--- src/rtl/oled_iic_arbiter_if.sv ---
// Requester/IIC-driver bundle for the OLED IIC write arbiter.
// master = the arbiter side, slave = requesters plus IIC driver.
interface oled_iic_arbiter_if;
    logic [3:0]  req;
    logic [95:0] req_data;
    logic [3:0]  done;
    logic [3:0]  grant;
    logic        iic_write_req;
    logic [23:0] iic_write_data;
    logic        iic_write_done;
    logic        busy;
    logic        timeout_err;

    modport master (
        input  req, req_data, iic_write_done,
        output done, grant, iic_write_req, iic_write_data, busy, timeout_err
    );

    modport slave (
        output req, req_data, iic_write_done,
        input  done, grant, iic_write_req, iic_write_data, busy, timeout_err
    );
endinterface

--- src/rtl/oled_iic_arbiter.sv ---
// Round-robin arbiter sharing one IIC write driver among four requesters,
// with a per-transaction completion timeout.
//
// state     | meaning
// S_IDLE    | no owner; pick the next requester round-robin
// S_ISSUE   | one-cycle write strobe to the IIC driver
// S_WAIT    | waiting for iic_write_done or the timeout
// S_RELEASE | done pulse (if completed); grant drops at the end
module oled_iic_arbiter #(
    parameter int unsigned TIMEOUT_CYCLES = 2_000_000
) (
    input logic             sys_clk,
    input logic             rst_n,
    oled_iic_arbiter_if.master bus
);
    typedef enum logic [1:0] {S_IDLE, S_ISSUE, S_WAIT, S_RELEASE} state_t;

    localparam logic [31:0] TC_LAST = 32'(TIMEOUT_CYCLES - 1);

    state_t      state;
    logic [1:0]  last_grant;
    logic [31:0] timeout_cnt;
    logic [1:0]  winner;
    logic [1:0]  cand;
    logic [23:0] win_word;

    // Walk offsets from far to near so the nearest requester after last_grant wins.
    always_comb begin
        winner = last_grant;
        cand   = last_grant;
        for (int i = 4; i >= 1; i--) begin
            cand = last_grant + 2'(i);
            if (bus.req[cand]) winner = cand;
        end
    end

    assign win_word = bus.req_data[7'(winner) * 7'd24 +: 24];

    always_ff @(posedge sys_clk or negedge rst_n) begin
        if (!rst_n) begin
            state              <= S_IDLE;
            last_grant         <= 2'd3;
            timeout_cnt        <= '0;
            bus.grant          <= '0;
            bus.done           <= '0;
            bus.iic_write_req  <= 1'b0;
            bus.iic_write_data <= '0;
            bus.busy           <= 1'b0;
            bus.timeout_err    <= 1'b0;
        end else begin
            bus.iic_write_req <= 1'b0;
            bus.done          <= '0;
            case (state)
                S_IDLE: begin
                    if (|bus.req) begin
                        state              <= S_ISSUE;
                        bus.grant          <= 4'b0001 << winner;
                        bus.iic_write_data <= win_word;
                        last_grant         <= winner;
                        bus.iic_write_req  <= 1'b1;
                        bus.busy           <= 1'b1;
                    end
                end
                S_ISSUE: begin
                    state       <= S_WAIT;
                    timeout_cnt <= '0;
                end
                S_WAIT: begin
                    // Completion takes priority over a coincident timeout.
                    if (bus.iic_write_done) begin
                        bus.done <= bus.grant;
                        state    <= S_RELEASE;
                    end else if (timeout_cnt == TC_LAST) begin
                        bus.timeout_err <= 1'b1;
                        state           <= S_RELEASE;
                    end else begin
                        timeout_cnt <= timeout_cnt + 32'd1;
                    end
                end
                S_RELEASE: begin
                    bus.grant <= '0;
                    bus.busy  <= 1'b0;
                    state     <= S_IDLE;
                end
                default: state <= S_IDLE;
            endcase
        end
    end
endmodule

--- src/flat_wrapper.sv ---
// flat-port wrapper written by rule: the top's interface ports become plain ports
module oled_iic_arbiter_flat 
#(
    parameter int unsigned TIMEOUT_CYCLES = 2_000_000
)
  (sys_clk, rst_n, bus_req, bus_req_data, bus_iic_write_done, bus_done, bus_grant, bus_iic_write_req, bus_iic_write_data, bus_busy, bus_timeout_err);
  oled_iic_arbiter_if bus_i ();
  input logic sys_clk;
  input logic rst_n;
  input wire logic [$bits(bus_i.req)-1:0] bus_req;
  input wire logic [$bits(bus_i.req_data)-1:0] bus_req_data;
  input wire logic [$bits(bus_i.iic_write_done)-1:0] bus_iic_write_done;
  output wire logic [$bits(bus_i.done)-1:0] bus_done;
  output wire logic [$bits(bus_i.grant)-1:0] bus_grant;
  output wire logic [$bits(bus_i.iic_write_req)-1:0] bus_iic_write_req;
  output wire logic [$bits(bus_i.iic_write_data)-1:0] bus_iic_write_data;
  output wire logic [$bits(bus_i.busy)-1:0] bus_busy;
  output wire logic [$bits(bus_i.timeout_err)-1:0] bus_timeout_err;
  assign bus_i.req = bus_req;
  assign bus_i.req_data = bus_req_data;
  assign bus_i.iic_write_done = bus_iic_write_done;
  assign bus_done = bus_i.done;
  assign bus_grant = bus_i.grant;
  assign bus_iic_write_req = bus_i.iic_write_req;
  assign bus_iic_write_data = bus_i.iic_write_data;
  assign bus_busy = bus_i.busy;
  assign bus_timeout_err = bus_i.timeout_err;
  oled_iic_arbiter #(.TIMEOUT_CYCLES(TIMEOUT_CYCLES)) u_core (.sys_clk(sys_clk), .rst_n(rst_n), .bus(bus_i));
endmodule
--- config.mk ---
export PLATFORM = sky130hd
export DESIGN_NAME = oled_iic_arbiter_flat
export DESIGN_NICKNAME = d
export VERILOG_FILES = /design/src/rtl/oled_iic_arbiter_if.sv /design/src/rtl/oled_iic_arbiter.sv /design/src/flat_wrapper.sv
export SDC_FILE = /design/constraint.sdc
export NUM_CORES = 1
export LEC_CHECK = 0
export CAP_MARGIN = 20
export CORE_ASPECT_RATIO = 1.25
export CORE_MARGIN = 10
export CORE_UTILIZATION = 47
export DETAILED_ROUTE_END_ITERATION = 7
export PLACE_DENSITY = 0.82
export SLEW_MARGIN = 20
export SYNTH_ARGS = -nofsm -noshare
export SYNTH_HDL_FRONTEND = slang
export SYNTH_SLANG_ARGS = --single-unit
--- constraint.sdc ---
create_clock -name sys_clk -period 3.1 [get_ports sys_clk]
set_input_delay 0.62 -clock sys_clk [delete_from_list [all_inputs] [get_ports sys_clk]]
set_output_delay 0.62 -clock sys_clk [all_outputs]
set_load 0.02 [all_outputs]
# Word-level counts from Yosys, hierarchy flattened

Index checks and enable logic that the tools add are counted.

Add/sub/neg operators: 4
Multipliers: 1
Magnitude comparators: 3
Eq/ne operators: 8
Shift operators: 2
Multiplexer cells: 24
Bitwise operators: 1
Reductions and logical operators: 9

Operators with widths:

| kind                                                                         | count |
|---|---|
| 96-bit by 8-bit variable part select with 24-bit output                      | 1 |
| 32-bit two-way mux                                                           | 2 |
| 32-bit case mux with 2 select lines                                          | 1 |
| 32-bit by 1-bit adder with 32-bit output, second input constant              | 1 |
| 32-bit by 21-bit equality test with 1-bit output, second input constant      | 1 |
| 2-bit two-way mux                                                            | 6 |
| 4-bit two-way mux                                                            | 3 |
| 2-bit by 3-bit less-than comparator with 1-bit output, second input constant | 3 |
| 2-bit case mux with 4 select lines                                           | 1 |
| 4-bit case mux with 2 select lines                                           | 1 |
| 1-bit binary-select mux with 2-bit select                                    | 3 |
| 1-bit two-way mux                                                            | 6 |
| 2-bit AND reduction                                                          | 3 |
| 3-bit AND reduction                                                          | 2 |
| 2-bit adder, second input constant                                           | 2 |
| 2-bit equality test, second input constant                                   | 2 |
| 2-bit by 2-bit multiplier with 4-bit output, second input constant           | 1 |
| 2-bit != test, second input constant                                         | 2 |
| 2-bit nonzero test                                                           | 2 |
| 4-bit OR reduction                                                           | 1 |
| 1-bit by 2-bit << shifter with 4-bit output, first input constant            | 1 |
| 3-bit by 2-bit != test with 1-bit output, second input constant              | 1 |
| 2-bit by 1-bit adder with 2-bit output, second input constant                | 1 |
| 2-bit by 1-bit equality test with 1-bit output, second input constant        | 1 |
| 4 further kinds                                                              | 4 |

Register bits after elaboration: 71
Input port bits: 103
Output and inout port bits: 35
Logic and storage cells: 61

# Depth between registers and ports, before layout

Gate-level depths: netlist (run 1).

Word-level depth: 9
Depth in mapped cells: 8
Mapped depth without buffers: 7

# Worst setup path before layout (run 1)

No wires, ideal clock.

Path kind: input port to flip-flop
Start: in bus_req[0]
End: reg u_core.bus.iic_write_data[10]
Setup time: 0.126 ns
Arrival time: 2.199 ns
Data required time: 2.974 ns
Setup slack: 0.774 ns
Stages: 6
Buffers on the path: 2
Path through: and3b_1 > clkbuf_1 > nor3_4 > buf_2 > mux2_1 > a221o_1

Cells in the longest elaborated chain, start to end: 7
Elaborated cells between the ends (all ways): 13
Those cells by class: mul: 1; shift: 1; mux: 9; reduce/logical: 2

RTL lines:

| item                                                    | RTL line                  | text |
|---|---|---|
| start, declared                                         | flat_wrapper.sv:10        | `input wire logic [$bits(bus_i.req)-1:0] bus_req;` |
| 1-bit binary-select mux with 2-bit select               | oled_iic_arbiter.sv:33    | `if (bus.req[cand]) winner = cand;` |
| 1-bit two-way mux (not written as such)                 | oled_iic_arbiter.sv:33    |  |
| 2-bit two-way mux (3 in series)                         | oled_iic_arbiter.sv:33    |  |
| 2-bit by 2-bit multiplier with 4-bit output             | oled_iic_arbiter.sv:37    | `assign win_word = bus.req_data[7'(winner) * 7'd24 +: 24];` |
| 96-bit by 8-bit variable part select with 24-bit output | oled_iic_arbiter.sv:37    |  |
| end signal, assigned                                    | oled_iic_arbiter.sv:58    | `bus.iic_write_data <= win_word;` |
| end, declared                                           | oled_iic_arbiter_if.sv:16 | `output done, grant, iic_write_req, iic_write_data, busy, timeout_err` |

Several ways; a longest one is shown, not always the timed one. The select of a mux whose other input is x is not followed.
A chain may end at the register's enable or synchronous reset.

# Worst setup path in the final report (run 1)

Start: reg u_core.timeout_cnt[27]
End: reg u_core.state[1]

Cells in the longest elaborated chain, start to end: 3

RTL lines:

| item                                               | RTL line               | text |
|---|---|---|
| start, declared                                    | oled_iic_arbiter.sv:22 | `logic [31:0] timeout_cnt;` |
| start signal, assigned                             | oled_iic_arbiter.sv:77 | `timeout_cnt <= timeout_cnt + 32'd1;` |
| 32-bit by 21-bit equality test with 1-bit output   | oled_iic_arbiter.sv:73 | `end else if (timeout_cnt == TC_LAST) begin` |
| 3-bit by 2-bit != test with 1-bit output (no line) | --                     |  |
| 2-bit AND reduction (no line)                      | --                     |  |
| end signal, assigned                               | oled_iic_arbiter.sv:72 | `state <= S_RELEASE;` |
| end signal, assigned                               | oled_iic_arbiter.sv:75 | `state <= S_RELEASE;` |
| end signal, assigned                               | oled_iic_arbiter.sv:83 | `state <= S_IDLE;` |
| end, declared                                      | oled_iic_arbiter.sv:20 | `state_t state;` |

Every way passes these cells.

==> reports/results.md, run 1 <==
| Result | Reported | Unit |
| --- | --- | --- |
| Outcome | finished clean | - |
| Largest family of logic cells by synthesized area | simple AND/OR/NAND/NOR gates | - |
| Worst Path Arrival | 2.65 | ns |
| Fraction of the mapped netlist area in compound gates | 21.61 | % |
| Number of rows in the core area | 38 | - |
| Proportion of register bits with asynchronous set or reset after synthesis | 100.0 | % |
| Post-synthesis instance area | 4239 | µm² |
| Overall routing resource usage | 21.89 | % |
| Clock Path Buffers | 2 | - |
| Slowest library cell on the worst path | nor4_1 | - |
| Detailed-route DRC error count | 0 | - |
| Required time worst endpoint | 3.34 | ns |
| Power density relative to cell area | 730.5 | nW/µm² |
| Number of max-capacitance violations reported | 0 | - |
| Share of synthesized cell area in and, or, nand and nor gates | 21.99 | % |
| Setup TNS | 0 | ns |
| Worst voltage drop across the vdd grid | 0.4799 | mV |
| Detailed-routed wire length on met3 | 1407 | µm |
| Fmax | 413.7 | MHz |
| Setup repair after global routing missed its margin | false | - |
| Net switching power | 1752 | µW |
| Final HPWL from detailed placement | 11060 | µm |
| Share of the synthesized netlist area taken by xor and xnor gates | 1.653 | % |
| Leak | 0.002422 | µW |
| Count of instances resized after the clock tree is built | 0 | - |
| Critical register-to-register path startpoint | u_core.timeout_cnt[27] | - |
| FF+latch count, synth | 71 | - |
| Initial DRC count | 173 | - |
| Die width | 104.9 | µm |
| Post-CTS Hold Buffers | 0 | - |
| Class of the tightest hold or removal check | primary input to async pin | - |
| Final worst hold slack | 0.2447 | ns |
| Total inserted antenna cells | 0 | - |
| TritonCTS clock tree | yes | - |
| Sequential fraction of the synthesis area | 41.97 | % |
| Count of vias placed by the detailed router | 4322 | - |
| Post-Synthesis Mean Instance Area | 9.656 | µm² |
| First-pass GRT wire length | 23530 | µm |
| Global placer's final weighted congestion | 0.9142 | - |
| Number of optimization iterations in the first detailed-route pass | 6 | - |
| Post-CTS Setup Bufs | 0 | - |
| Clock latency on the worst-skew pair | 0.36 | ns |
| Met2 wire len | 7356 | µm |
| Number of warnings printed during yosys synthesis | 0 | - |
| Capture instance of the worst register-to-register path | u_core.state[1] | - |
| Largest net degree at the start of global routing | 27 | - |
| Detailed-route wire length per cell | 21.21 | µm |
| Number of global-route vias before repair | 4572 | - |
| Number of setup violations in the final report | 0 | - |
| Syn-to-layout area delta | 39.79 | % |
| Reg-to-reg setup timing slack | 0.68 | ns |
| Total of fill cells in the finished design | 734 | - |
| Switching share of power | 40.48 | % |
| Clock share of power | 15.9 | % |
| Sequential group share of total power | 32.0 | % |
| CP Capture Type | register | - |
| Post-layout min period | 2.417 | ns |
| Number of max-slew violations in the final report | 0 | - |
| Biggest cell delay along the critical path | 0.50 | ns |
| Max Used Layer | met4 | - |
| Share of synthesized cell area in full adder, half adder and majority cells | 1.476 | % |
| Final layout net count | 679 | - |
| Series of cell instances along the critical path | nor4_1, nand4_1, or3_1, a21oi_1, mux2_2 | - |
| Number of enable flip-flop cells after synthesis | 0 | - |
| Category of the most critical setup path | register to register | - |
| Post-synthesis cell count | 439 | - |
| Final Core Density | 67.73 | % |
| Grt ovf | 0 | - |
| Residual antenna-violating net count after detailed routing | 0 | - |
| Post-route fraction of the period consumed by the critical path | 77.98 | % |
| Cell depth of the worst flop-to-flop path | 5 | - |
| Worst path setup slack after routing | 0.6827 | ns |
| Via density | 6.219 | - |
| Die Y-Extent | 126.2 | µm |
| Number of buffers inserted during clock tree synthesis | 9 | - |
| Sort of element at the start of the critical path | register | - |
| Wire length after detailed routing | 14740 | µm |
| Initial Util | 48.46 | % |
| Worst-margin pin slew | 0.8844 | ns |
| Area share of the largest cell type after synthesis | 40.73 | % |
| Antenna violations before repair | 0 | - |
| Worst setup timing slack at the placement stage | 0.3624 | ns |
| M1 wire length | 5428 | µm |
| Comb pwr share | 52.0 | % |
| Worst slew margin relative to its limit | 41.04 | % |
| Mapped Nets | 547 | - |
| Top post-synthesis cells by area | dfrtp_1 (41%), o31ai_1 (5.5%), a221o_1 (5.4%) | - |
| Synth top cells by count | dfrtp_1 (69), a21oi_1 (41), nand4_1 (31), o31ai_1 (31), nand2_1 (29) | - |
| Post-Route Skew | 0.01353 | ns |
| Share of post-route cells with drive strength above 1 | 9.565 | % |
| Leading register cell type out of synthesis | dfrtp_1 | - |
| Largest area contributor in the netlist | dfrtp_1 | - |
| H-tree depth reported by CTS | 3 | - |
| Clock sink count | 71 | - |
| Max FO, Critical Path | 7 | - |
| Final count of hold timing violations | 0 | - |
| Number of top-level design ports | 138 | - |
| Clock root buffer | clkbuf_8 | - |
| DIE AREA | 13240 | µm² |
| Internal power consumption | 2576 | µW |
| Count leader, synth | dfrtp_1 | - |
| Clock Pin Slew Worst Setup and Hold Paths | 0.08 | ns |
| Number of port buffers | 137 | - |
| Synth unique cells | 56 | - |
| Multiplexer share of the synthesized area | 7.320 | % |
| Floorplan Core Area | 8748 | µm² |
==> area by class of cell <==
class	instances	area, µm²	share of cell area [%]
repair buffers	155	1501	25.34
well taps	120	150.1	2.534
inverters	6	22.52	0.3801
clock buffers	15	176.4	2.977
multi-input cells	328	2296	38.75
flip-flops and latches	71	1779	30.03
==> cells by family after synthesis <==
group	after synthesis
adders and majority gates	5
buffers and inverters	40
DFF	71
xor gates and xnor gates	8
muxes	28
and+or+nand+nor	157
AOI/OAI and AO/OA	130
==> worst max-delay path: cells and delay by family, from the launching register on <==
kind | cells | cell delay [ns]
AOI/OAI and AO/OA | 1 | 0.27
muxes | 1 | 0.35
DFF | 1 | 0.43
and+or+nand+nor | 3 | 1.24
==> flip-flops by register name, summed over array words and instances, names as in the netlist, 2 cells and up <==
| name | count |
|---|---|
| u_core.bus.iic_write_data | 24 |
| u_core.bus.done | 4 |
| u_core.state | 2 |
| u_core.timeout_cnt | 32 |
| u_core.bus.grant | 4 |
| u_core.last_grant | 2 |
==> metrics by stage <==
step	cell area (µm²)	power, µW	instances
final	5926	4328	695
after global routing	5926	4595	695
after CTS	5921	4344	695
after detailed placement	5744	3653	680
after global placement	5744	3576	680
after floorplan	4239	2712	439
==> how the worst max path moves through the flow <==
stage	startpoint	to	slack (ns)	depth (start not counted)
6_report	u_core.timeout_cnt[27]	u_core.state[1]	0.68	5
2_1_floorplan	bus_req[0]	u_core.bus.iic_write_data[10]	0.77	6
3_3_place_gp	bus_req[0]	u_core.bus.iic_write_data[6]	0.41	6
5_1_grt	bus_req[2]	u_core.bus.iic_write_data[8]	0.57	7
3_5_place_dp	bus_req[0]	u_core.bus.iic_write_data[4]	0.36	6
4_1_cts	u_core.timeout_cnt[27]	u_core.timeout_cnt[15]	0.58	5
==> layer usage <==
layer	vias up	global-route usage, %
li1	1979	-
met1	2097	22.65
met2	207	37.31
met3	39	8.929
met4	0	11.41
met5	-	0
==> power by group through the flow <==
| stage | logic (µW) | registers (µW) | clock network (µW) |
|---|---|---|---|
| floorplan | 1140 | 1570 | 0 |
| global placement | 2190 | 1380 | 0 |
| detailed placement | 2260 | 1390 | 0 |
| CTS | 2260 | 1380 | 699 |
| global route | 2440 | 1420 | 741 |
| finish | 2250 | 1390 | 690 |
==> cells in the final DEF (no fill, tap or decap), types with 2 or more instances in the layout <==
master           synthesis  routed
clkdlybuf4s50_1          0     136
dfrtp_1                 69      69
a21oi_1                 41      41
nand4_1                 31      31
o31ai_1                 31      30
nand2_1                 29      29
a221o_1                 23      23
buf_4                    0      18
mux2_1                  16      16
nand3_1                 15      15
nor2_1                  12      12
o21ai_0                 12      12
clkbuf_8                 0      12
nor4_1                  11      11
nand2b_1                 8       8
mux2_2                   8       8
xnor2_1                  7       7
or3_1                    7       7
inv_1                    6       6
and3_1                   6       6
and4_1                   5       5
and2_1                   5       5
or4_1                    5       5
ha_1                     5       5
mux2i_1                  4       4
a21o_1                   4       4
nor3_1                   4       4
o41ai_1                  4       4
and3_2                   3       3
or3_2                    3       3
clkbuf_1                27       3
a21oi_2                  2       2
nand3b_1                 2       2
a31oi_1                  2       2
o211ai_1                 2       2
o311ai_0                 2       2
nor3b_1                  2       2
dfstp_2                  2       2
Power figures use the tool's default switching activity.
==> run 2: changes to the inputs <==
--- a/config.mk
+++ b/config.mk
@@ -8,9 +8,9 @@
 export CAP_MARGIN = 20
 export CORE_ASPECT_RATIO = 1.25
 export CORE_MARGIN = 10
-export CORE_UTILIZATION = 47
+export CORE_UTILIZATION = 42
 export DETAILED_ROUTE_END_ITERATION = 7
-export PLACE_DENSITY = 0.82
+export PLACE_DENSITY = 0.78
 export SLEW_MARGIN = 20
 export SYNTH_ARGS = -nofsm -noshare
 export SYNTH_HDL_FRONTEND = slang
==> constraint.sdc (replaced) <==
create_clock -name sys_clk -period 2.1 [get_ports sys_clk]
set_input_delay 0.42 -clock sys_clk [delete_from_list [all_inputs] [get_ports sys_clk]]
set_output_delay 0.42 -clock sys_clk [all_outputs]
set_load 0.02 [all_outputs]
==> run 2 against run 1 <==
- the run now ends with setup timing left
- clock-buffer cell count unchanged
- hold slack got worse by 0.21 ns
- cell count increased by 8.6%
- via count increased by 4.3%
- power increased by 76%
- global-route usage decreased by 0.91 points
- sequential cell count unchanged
- combinational power increased by 84%
- fmax increased by 13%
==> reports/results.md, run 2 (synthesis gave the netlist of run 1 again) <==
| Result | Reported | Unit |
| --- | --- | --- |
| Outcome | finished with violations | - |
| Violations in the final reports | setup timing | - |
| Reg-to-reg setup timing slack | -0.04 | ns |
| Syn-to-layout area delta | 58.65 | % |
| Non-filler cells, final | 755 | - |
| Sort of element at the start of the critical path | register | - |
| Cell depth of the worst flop-to-flop path | 7 | - |
| Total inserted antenna cells | 0 | - |
| Number of port buffers | 137 | - |
| Number of top-level design ports | 138 | - |
| Via density | 5.970 | - |
| First-pass GRT wire length | 24090 | µm |
| Final Core Density | 68.91 | % |
| Clock Pin Slew Worst Setup and Hold Paths | 0.06 | ns |
| Grt ovf | 0 | - |
| Max FO, Critical Path | 6 | - |
| Number of setup violations in the final report | 9 | - |
| Class of the tightest hold or removal check | primary input to async pin | - |
| Worst path setup slack after routing | -0.04050 | ns |
| Number of global-route vias before repair | 4816 | - |
| Global placer's final weighted congestion | 0.8588 | - |
| Detailed-route DRC error count | 0 | - |
| Antenna violations before repair | 0 | - |
| Required time worst endpoint | 2.32 | ns |
| Initial Util | 43.44 | % |
| Capture instance of the worst register-to-register path | u_core.bus.iic_write_data[7] | - |
| Number of buffers inserted during clock tree synthesis | 9 | - |
| Count of vias placed by the detailed router | 4507 | - |
| Endpoint of the most critical setup path | u_core.bus.iic_write_data[7] | - |
| CP Capture Type | register | - |
| Post-Route Skew | 0.007421 | ns |
| Most frequent standard cell in the layout excluding fill and tap cells | clkdlybuf4s50_1 | - |
| Critical register-to-register path startpoint | u_core.last_grant[1] | - |
| Number of optimization iterations in the first detailed-route pass | 5 | - |
| Post-route fraction of the period consumed by the critical path | 101.9 | % |
| Final worst hold slack | 0.03028 | ns |
| Die width | 109.9 | µm |
| Worst setup timing slack at the placement stage | -0.4022 | ns |
| Clock root buffer | clkbuf_16 | - |
| Initial DRC count | 260 | - |
| H-tree depth reported by CTS | 3 | - |
| Post-layout min period | 2.140 | ns |
| Worst Path Arrival | 2.36 | ns |
| Number of max-capacitance violations reported | 0 | - |
| Floorplan Core Area | 9759 | µm² |
| Setup repair after global routing missed its margin | true | - |
| Die Y-Extent | 132.3 | µm |
| Number of rows in the core area | 40 | - |
| Most flop-heavy register | u_core.timeout_cnt | - |
| Worst-margin pin slew | 0.4916 | ns |
| Clock latency on the worst-skew pair | 0.34 | ns |
| TritonCTS clock tree | yes | - |
| Number of max-slew violations in the final report | 0 | - |
| Wire length after detailed routing | 15660 | µm |
| Number of placed instances, taps included | 729 | - |
| Clock sink count | 71 | - |
| Clock Path Buffers | 2 | - |
| Total of fill cells in the finished design | 715 | - |
| Leak | 0.002870 | µW |
| Detailed-route wire length per cell | 20.74 | µm |
| Total power consumption of the routed design | 7635 | µW |
| Worst slew margin relative to its limit | 67.23 | % |
| Worst voltage drop across the vdd grid | 0.6899 | mV |
| Launching instance or port of the critical path | u_core.last_grant[1] | - |
| Share of post-route cells with drive strength above 1 | 21.94 | % |
| Final layout net count | 733 | - |
| Largest registers in the final layout | u_core.timeout_cnt: 32 flops, u_core.bus.iic_write_data: 24 flops | - |
| Residual antenna-violating net count after detailed routing | 0 | - |
| Final count of hold timing violations | 0 | - |
| Final HPWL from detailed placement | 11520 | µm |
| Category of the most critical setup path | register to register | - |
| DIE AREA | 14540 | µm² |
| Largest register FFs | 32 | - |
| Largest net degree at the start of global routing | 54 | - |
| Power density relative to cell area | 1135 | nW/µm² |
| Fmax | 467.2 | MHz |
| Overall routing resource usage | 20.99 | % |
| Highest-count cells in the layout ignoring fill and taps | clkdlybuf4s50_1 (133), dfrtp_1 (68), buf_4 (60), a21oi_1 (39), nand4_1 (31) | - |
-- run 2: layout make-up --
type / instances / area (µm²) / area share, %
sequential: 71 / 1780 / 26.47
multi-input combinational: 328 / 2440 / 36.28
inverter: 6 / 22.52 / 0.3349
tap: 126 / 157.7 / 2.344
clock buffer: 15 / 277.8 / 4.130
timing repair buffer: 209 / 2047 / 30.44
-- run 2: metal layers --
metal | up-vias | wire [µm] | global-route usage, %
met5 | - | 0 | 0
met4 | 0 | 437 | 8.841
met3 | 35 | 1624 | 9.785
met2 | 215 | 8363 | 36.69
met1 | 2171 | 5237 | 20.25
li1 | 2086 | - | -
-- run 2: how the worst min path moves through the flow --
stage	to	cells past startpoint	startpoint
2_1_floorplan	u_core.bus.busy	0	rst_n
3_3_place_gp	u_core.bus.timeout_err	1	rst_n
3_5_place_dp	u_core.timeout_cnt[7]	1	rst_n
4_1_cts	u_core.timeout_cnt[7]	1	rst_n
5_1_grt	u_core.timeout_cnt[7]	1	rst_n
6_report	u_core.timeout_cnt[7]	1	rst_n
-- run 2: what timing repair did --
| action | 4_1_cts | 5_1_grt |
|---|---|---|
| gates cloned | 2 | 1 |
| endpoints found under the hold margin | 0 | 0 |
| resized for setup | 12 | 27 |
| buffers inserted | 4 | 5 |
| hold buffers | 0 | 0 |
| setup endpoints to repair | 28 | 36 |
| pin swaps | 2 | 13 |
-- run 2: critical path, stage by stage, from the launching register on --
cell	delay [ns]
dfstp_2	0.57
nand2b_4	0.15
a21oi_4	0.07
nor3_4	0.27
buf_4	0.18
buf_16	0.13
mux2_2	0.34
a221o_1	0.31
-- run 2: through the flow --
step | cell area (µm²) | TNS, ns
final | 6725 | -0.2480
after global routing | 6725 | -0.6982
after CTS | 6595 | -0.1910
after detailed placement | 6183 | -11.19
after global placement | 6183 | -8.668
after floorplan | 4280 | -0.1371
-- run 2: power by group --
part / leakage, µW / internal [µW] / switching [µW]
Sequential: 0.000934 / 1750 / 292
Clock: 0.000136 / 891 / 553
Combinational: 0.00180 / 2120 / 2030
==> run 3: changes to the inputs <==
--- a/config.mk
+++ b/config.mk
@@ -9,7 +9,9 @@
 export CORE_ASPECT_RATIO = 1.25
 export CORE_MARGIN = 10
 export CORE_UTILIZATION = 42
+export CTS_CLUSTER_DIAMETER = 200
 export DETAILED_ROUTE_END_ITERATION = 7
+export HOLD_SLACK_MARGIN = 0.03
 export PLACE_DENSITY = 0.78
 export SLEW_MARGIN = 20
 export SYNTH_ARGS = -nofsm -noshare
==> results of run 3 <==
The final DEF is identical to that of run 2; final timing and power are the same.
